===== config.mk =====
export PLATFORM = sky130hd
export DESIGN_NAME = int32_to_fp32_convert
export DESIGN_NICKNAME = d
export VERILOG_FILES = /design/src/rtl/int32_to_fp32_convert_pkg.sv /design/src/rtl/int32_to_fp32_convert_pack.sv /design/src/rtl/int32_to_fp32_convert.sv
export SDC_FILE = /design/constraint.sdc
export NUM_CORES = 1
export LEC_CHECK = 0
export BUFFER_PORTS_ARGS = -buffer_cell sky130_fd_sc_hd__buf_2
export CAP_MARGIN = 20
export CORE_AREA = 2 2 102 114
export DETAILED_ROUTE_END_ITERATION = 7
export DIE_AREA = 0 0 104 116
export HOLD_SLACK_MARGIN = 0.05
export PLACE_DENSITY = 0.79
export SETUP_SLACK_MARGIN = 0.05
export SLEW_MARGIN = 20
export SYNTH_ARGS = -nofsm -noshare
export SYNTH_HDL_FRONTEND = slang
export SYNTH_HIERARCHICAL = 1
export SYNTH_SLANG_ARGS = --single-unit

===== constraint.sdc =====
create_clock -name clk -period 3.3 [get_ports clk]
set_clock_uncertainty 0.2 [all_clocks]
set_input_delay 0.66 -clock clk [delete_from_list [all_inputs] [get_ports clk]]
set_output_delay 0.66 -clock clk [all_outputs]
set_load 0.1 [all_outputs]

===== src/rtl/int32_to_fp32_convert_pkg.sv =====
// Shared single-precision float definitions used by the integer-to-float converter
// and the neighbouring floating-point arithmetic blocks.
package int32_to_fp32_convert_pkg;

  localparam int FP_SIGN_W = 1;
  localparam int FP_EXP_W  = 8;
  localparam int FP_FRAC_W = 23;

  localparam logic [FP_EXP_W-1:0] FP_BIAS        = 8'd127;
  localparam logic [FP_EXP_W-1:0] FP_EXP_INT_TOP = 8'd158;

  typedef enum logic [2:0] {
    IDLE  = 3'd0,
    ABS   = 3'd1,
    NORM  = 3'd2,
    ROUND = 3'd3,
    DONE  = 3'd4
  } state_t;

endpackage


===== src/rtl/int32_to_fp32_convert_pack.sv =====
// Assembles an IEEE 754 single-precision word from its sign, biased exponent
// and stored fraction fields.
module int32_to_fp32_convert_pack
  import int32_to_fp32_convert_pkg::*;
(
  input  logic                 sign,
  input  logic [FP_EXP_W-1:0]  exp,
  input  logic [FP_FRAC_W-1:0] frac,
  output logic [31:0]          word
);

  assign word = {sign, exp, frac};

endmodule


===== src/rtl/int32_to_fp32_convert.sv =====
// Sequential 32-bit integer to IEEE 754 single-precision converter: one
// normalising left shift per cycle, then round-to-nearest-even.
module int32_to_fp32_convert
  import int32_to_fp32_convert_pkg::*;
#(
  parameter bit SIGNED = 1'b1
) (
  input  logic        clk,
  input  logic        rst,
  input  logic        start,
  input  logic [31:0] a,
  output logic        busy,
  output logic        done,
  output logic [31:0] out,
  output logic        inexact
);

  state_t               state;
  logic                 sign_r;
  logic [31:0]          a_r;
  logic [31:0]          mag;
  logic [FP_EXP_W-1:0]  exp_r;
  logic [FP_FRAC_W-1:0] mant_r;
  logic                 res_sign;
  logic [FP_EXP_W-1:0]  res_exp;

  logic [FP_FRAC_W-1:0] m;
  logic                 g_bit;
  logic                 r_bit;
  logic                 s_bit;
  logic                 round_up;
  logic [FP_FRAC_W-1:0] mant_next;
  logic [FP_EXP_W-1:0]  exp_next;

  assign m        = mag[30:8];
  assign g_bit    = mag[7];
  assign r_bit    = mag[6];
  assign s_bit    = |mag[5:0];
  assign round_up = g_bit & (r_bit | s_bit | m[0]);

  // A round-up of an all-ones fraction carries into the exponent.
  always_comb begin
    mant_next = m;
    exp_next  = exp_r;
    if (round_up && (&m)) begin
      mant_next = '0;
      exp_next  = exp_r + 8'd1;
    end else if (round_up) begin
      mant_next = m + 23'd1;
    end
  end

  // Result fields are only written on the zero path or the ROUND->DONE edge,
  // so `out` holds steady between conversions.
  int32_to_fp32_convert_pack u_pack (
    .sign (res_sign),
    .exp  (res_exp),
    .frac (mant_r),
    .word (out)
  );

  always_ff @(posedge clk or negedge rst) begin
    if (!rst) begin
      state    <= IDLE;
      sign_r   <= 1'b0;
      a_r      <= '0;
      mag      <= '0;
      exp_r    <= '0;
      mant_r   <= '0;
      res_sign <= 1'b0;
      res_exp  <= '0;
      inexact  <= 1'b0;
      busy     <= 1'b0;
      done     <= 1'b0;
    end else begin
      done <= 1'b0;
      unique case (state)
        IDLE: begin
          if (start) begin
            busy <= 1'b1;
            if (a == 32'd0) begin
              res_sign <= 1'b0;
              res_exp  <= '0;
              mant_r   <= '0;
              inexact  <= 1'b0;
              done     <= 1'b1;
              state    <= DONE;
            end else begin
              sign_r <= SIGNED & a[31];
              a_r    <= a;
              state  <= ABS;
            end
          end
        end
        ABS: begin
          mag   <= sign_r ? (~a_r + 32'd1) : a_r;
          exp_r <= FP_EXP_INT_TOP;
          state <= NORM;
        end
        NORM: begin
          if (!mag[31]) begin
            mag   <= mag << 1;
            exp_r <= exp_r - 8'd1;
          end else begin
            state <= ROUND;
          end
        end
        ROUND: begin
          res_sign <= sign_r;
          res_exp  <= exp_next;
          mant_r   <= mant_next;
          exp_r    <= exp_next;
          inexact  <= g_bit | r_bit | s_bit;
          done     <= 1'b1;
          state    <= DONE;
        end
        DONE: begin
          busy  <= 1'b0;
          state <= IDLE;
        end
        default: begin
          busy  <= 1'b0;
          state <= IDLE;
        end
      endcase
    end
  end

endmodule

==> impl_metrics.py <==
metrics = {
    "cts": {
        "numClockSinks": 110,
        "cts_made_buffers": 9,
        "post_cts_buffers": 0,
        "htree_num_levels": 3,
        "hold_buffers": 0,
        "root_buffer": "clkbuf_16",
        "ctsResizeCount": 0,
        "tritoncts": "done",
        "insertion_delay_ns": 0.34,
        "clk_transition_reported_paths_ns": 0.07,
        "clk_path_buf_depth": 2,
    },
    "synth": {
        "synth_top_area_frac": 0.437,
        "yosysWarnings": 6,
        "synthMuxAreaShare": 0.0843,
        "synth-compound-area-share": 0.165,
        "synthTopCellsByArea": "dfrtp_1 (44%), mux2_2 (5.7%), buf_4 (3.8%)",
        "seq_area_frac_synth": 0.437,
        "syn_area_sq_mm": 0.00629,
        "synth_top_family_by_area": "simple AND/OR/NAND/NOR gates",
        "synth-async-reset-ratio": 1.00,
        "synthXorXnorAreaFrac": 0.0612,
        "synth_simple_gate_area_frac": 0.169,
        "synth_area_per_cell_sq_um": 10.1,
        "synth-seq-cells": 110,
        "synthCells": 625,
        "yosys.cell_types.count": 63,
        "syn-num-nets": 664,
        "synth_top_area_cell": "dfrtp_1",
        "synthAdderAreaFrac": 0.00795,
        "ys.flop_type": "dfrtp_1",
        "synth_edf_count": 0,
    },
    "cells_and_area": {
        "fin_nets": 682,
        "stdcell_area_sq_mm": 0.00680,
        "seq_area_sq_mm": 0.00275,
        "antenna_cells": 0,
        "num-fill-cells": 910,
        "final_cell_mix": "dfrtp_1 (110), buf_2 (68), o21ai_0 (38), nor2_1 (36), mux2_2 (32)",
        "syn2layout_area_growth_pct": 8.09,
        "fin_util": 0.629,
        "final_common_cell": "dfrtp_1",
        "multi_input_area_sq_mm": 0.00308,
        "drive_gt1_frac": 0.222,
        "final_cells": 795,
    },
    "placed_design": {
        "place_worst_setup_slack_ns": 0.541,
        "place_area_sq_mm": 0.00650,
        "dp.cells": 779,
        "port_buffers": 69,
        "gp_congestion": 0.929,
        "hpwl_mm": 10.2,
    },
    "status": {
        "status": "complete, no violations",
    },
    "route": {
        "drtPass1Iterations": 6,
        "drc": 0,
        "ant_nets": 0,
        "drt-initial-drc-count": 406,
        "routed_via_density": 6.10,
        "vias": 4849,
        "postRouteWirelength_mm": 14.0,
        "wl_per_cell_microns": 17.6,
    },
    "setup_path": {
        "ff2ff_setup_slack_ns": 0.45,
        "path_cells": "nor4_1, nand4_1, o41ai_1, mux2i_1, nand2_1",
        "worstPathMaxFanout": 11,
        "cp_slowest_stage_delay_ns": 0.62,
        "reg2reg_to": "mag[23]",
        "r2r_cells": 5,
        "required_ns": 3.33,
        "crit_path_end_kind": "register",
        "worst-path-buf-inv": 0,
        "worstPathArrival_ns": 2.88,
        "crit_slowest_cell": "nor4_1",
        "startpoint": "a_r[9]",
        "cp-start-kind": "register",
        "critPathKind": "reg2reg",
        "rr_startpoint": "a_r[9]",
        "crit_family": "simple AND/OR/NAND/NOR gates",
    },
    "power": {
        "pwr-share-comb": 0.505,
        "powerDensity_mw_per_mm2": 1160,
        "power.total_mw": 7.87,
        "leakage_nw": 2.86,
        "switching_power_mw": 3.95,
        "p_clk_frac": 0.140,
        "intPower_mw": 3.93,
        "power_frac_seq": 0.355,
        "switching_share": 0.501,
        "vdd_drop_max_mv": 0.629,
    },
    "timing": {
        "drv_slew": 0,
        "finalCritPeriodShare": 0.864,
        "fin_tns_setup_ns": 0,
        "worst_slack_ns": 0.449,
        "period_needed_ns": 2.85,
        "relSlewSlack": 0.497,
        "fmax_mhz": 351,
        "tightest_slew_ns": 0.749,
        "rsz0062_at_grt": "false",
        "setup_violations": 0,
        "hold_viol": 0,
        "hold_ws_ns": 0.127,
    },
    "floorplanning": {
        "io_pins": 70,
        "die_h_microns": 116,
        "rows": 40,
        "die-area_sq_mm": 0.0121,
        "initial_core_util": 0.582,
        "core-area_sq_mm": 0.0108,
        "die_w_microns": 104,
    },
    "global_route": {
        "grt_usage": 0.245,
        "grt_antenna_before_repair": 0,
        "grt_pass1_wl_mm": 23.7,
        "grt_max_degree": 64,
        "grt_pass1_vias": 4608,
        "grt_remaining_overflow": 0,
    },
    "min_path": {
        "hp-class": "in2async",
    },
    "job": {
        "cap_violations": 0,
    },
}
## layer usage
layer	up-vias	wire length, microns	global-route usage
met3	10	624	0.0467
met1	2362	6760	0.349
met5	-	0	0
met2	142	6410	0.386
li1	2335	-	-
met4	0	165	0.0703
## state kept, by name, indices dropped and copies added, names as in the netlist
name / flops
exp_r: 8
res_sign: 1
a_r: 31
done: 1
busy: 1
res_exp: 8
state: 3
inexact: 1
mant_r: 23
mag: 32
sign_r: 1
## cell usage after synthesis, types with 3 or more instances
master and instances:
xnor2_1 23, nand2_1 22, and4_1 6, o41ai_1 4
mux2_2 32, mux2i_1 17, inv_1 15, or3_1 4
a22oi_1 8, nor4_2 3, xor2_1 21, o21ai_0 38
dfrtp_1 110, a222oi_1 3, nor3_1 15, o31ai_1 4
nor3b_1 3, or4_1 6, nor4_1 22, buf_4 32
a22o_1 12, ha_1 4, nor2b_1 4, or2_2 3
buf_2 9, nand3_1 14, and2_1 5, nor2_1 36
a21oi_1 27, nand4_1 13, o21ai_1 4, nand2b_1 4
o2bb2ai_1 25, and3_1 12, clkbuf_1 28
## how the worst max path moves through the flow
stage                       endpoint  cells past startpoint
after global routing         mag[23]                      5
after global placement    mant_r[16]                      7
after detailed placement     mag[23]                      5
final                        mag[23]                      5
after floorplan               a_r[0]                      5
after CTS                    mag[23]                      5
## cells by family after synthesis
| kind of cell | after synthesis |
|---|---|
| AND/OR/NAND/NOR | 184 |
| AO/OA/AOI/OAI | 148 |
| flip-flops | 110 |
| buffers and inverters | 86 |
| multiplexers | 49 |
| XOR/XNOR | 44 |
| adder cells (fa/ha/maj) | 4 |
## power by group through the flow
stage / clock network [mW] / registers (mW) / logic, mW
3_3_place_gp: 0 / 2.74 / 3.85
2_1_floorplan: 0 / 2.58 / 3.54
5_1_grt: 1.18 / 2.90 / 4.29
3_5_place_dp: 0 / 2.79 / 3.97
6_report: 1.10 / 2.80 / 3.98
4_1_cts: 1.12 / 2.77 / 3.98
## final cells by class
class	count	area share
multi-input combinational	429	0.453
sequential	110	0.405
timing repair buffer	78	0.0629
clock buffer	14	0.0388
tap	147	0.0270
inverter	15	0.00828
clock inverter	2	0.00570
## worst register-to-register path: stages (launching register included)
cell	delay (ns)
dfrtp_1	0.44
nor4_1	0.62
nand4_1	0.59
o41ai_1	0.60
mux2i_1	0.23
nand2_1	0.06
Power figures use the tool's default switching activity.
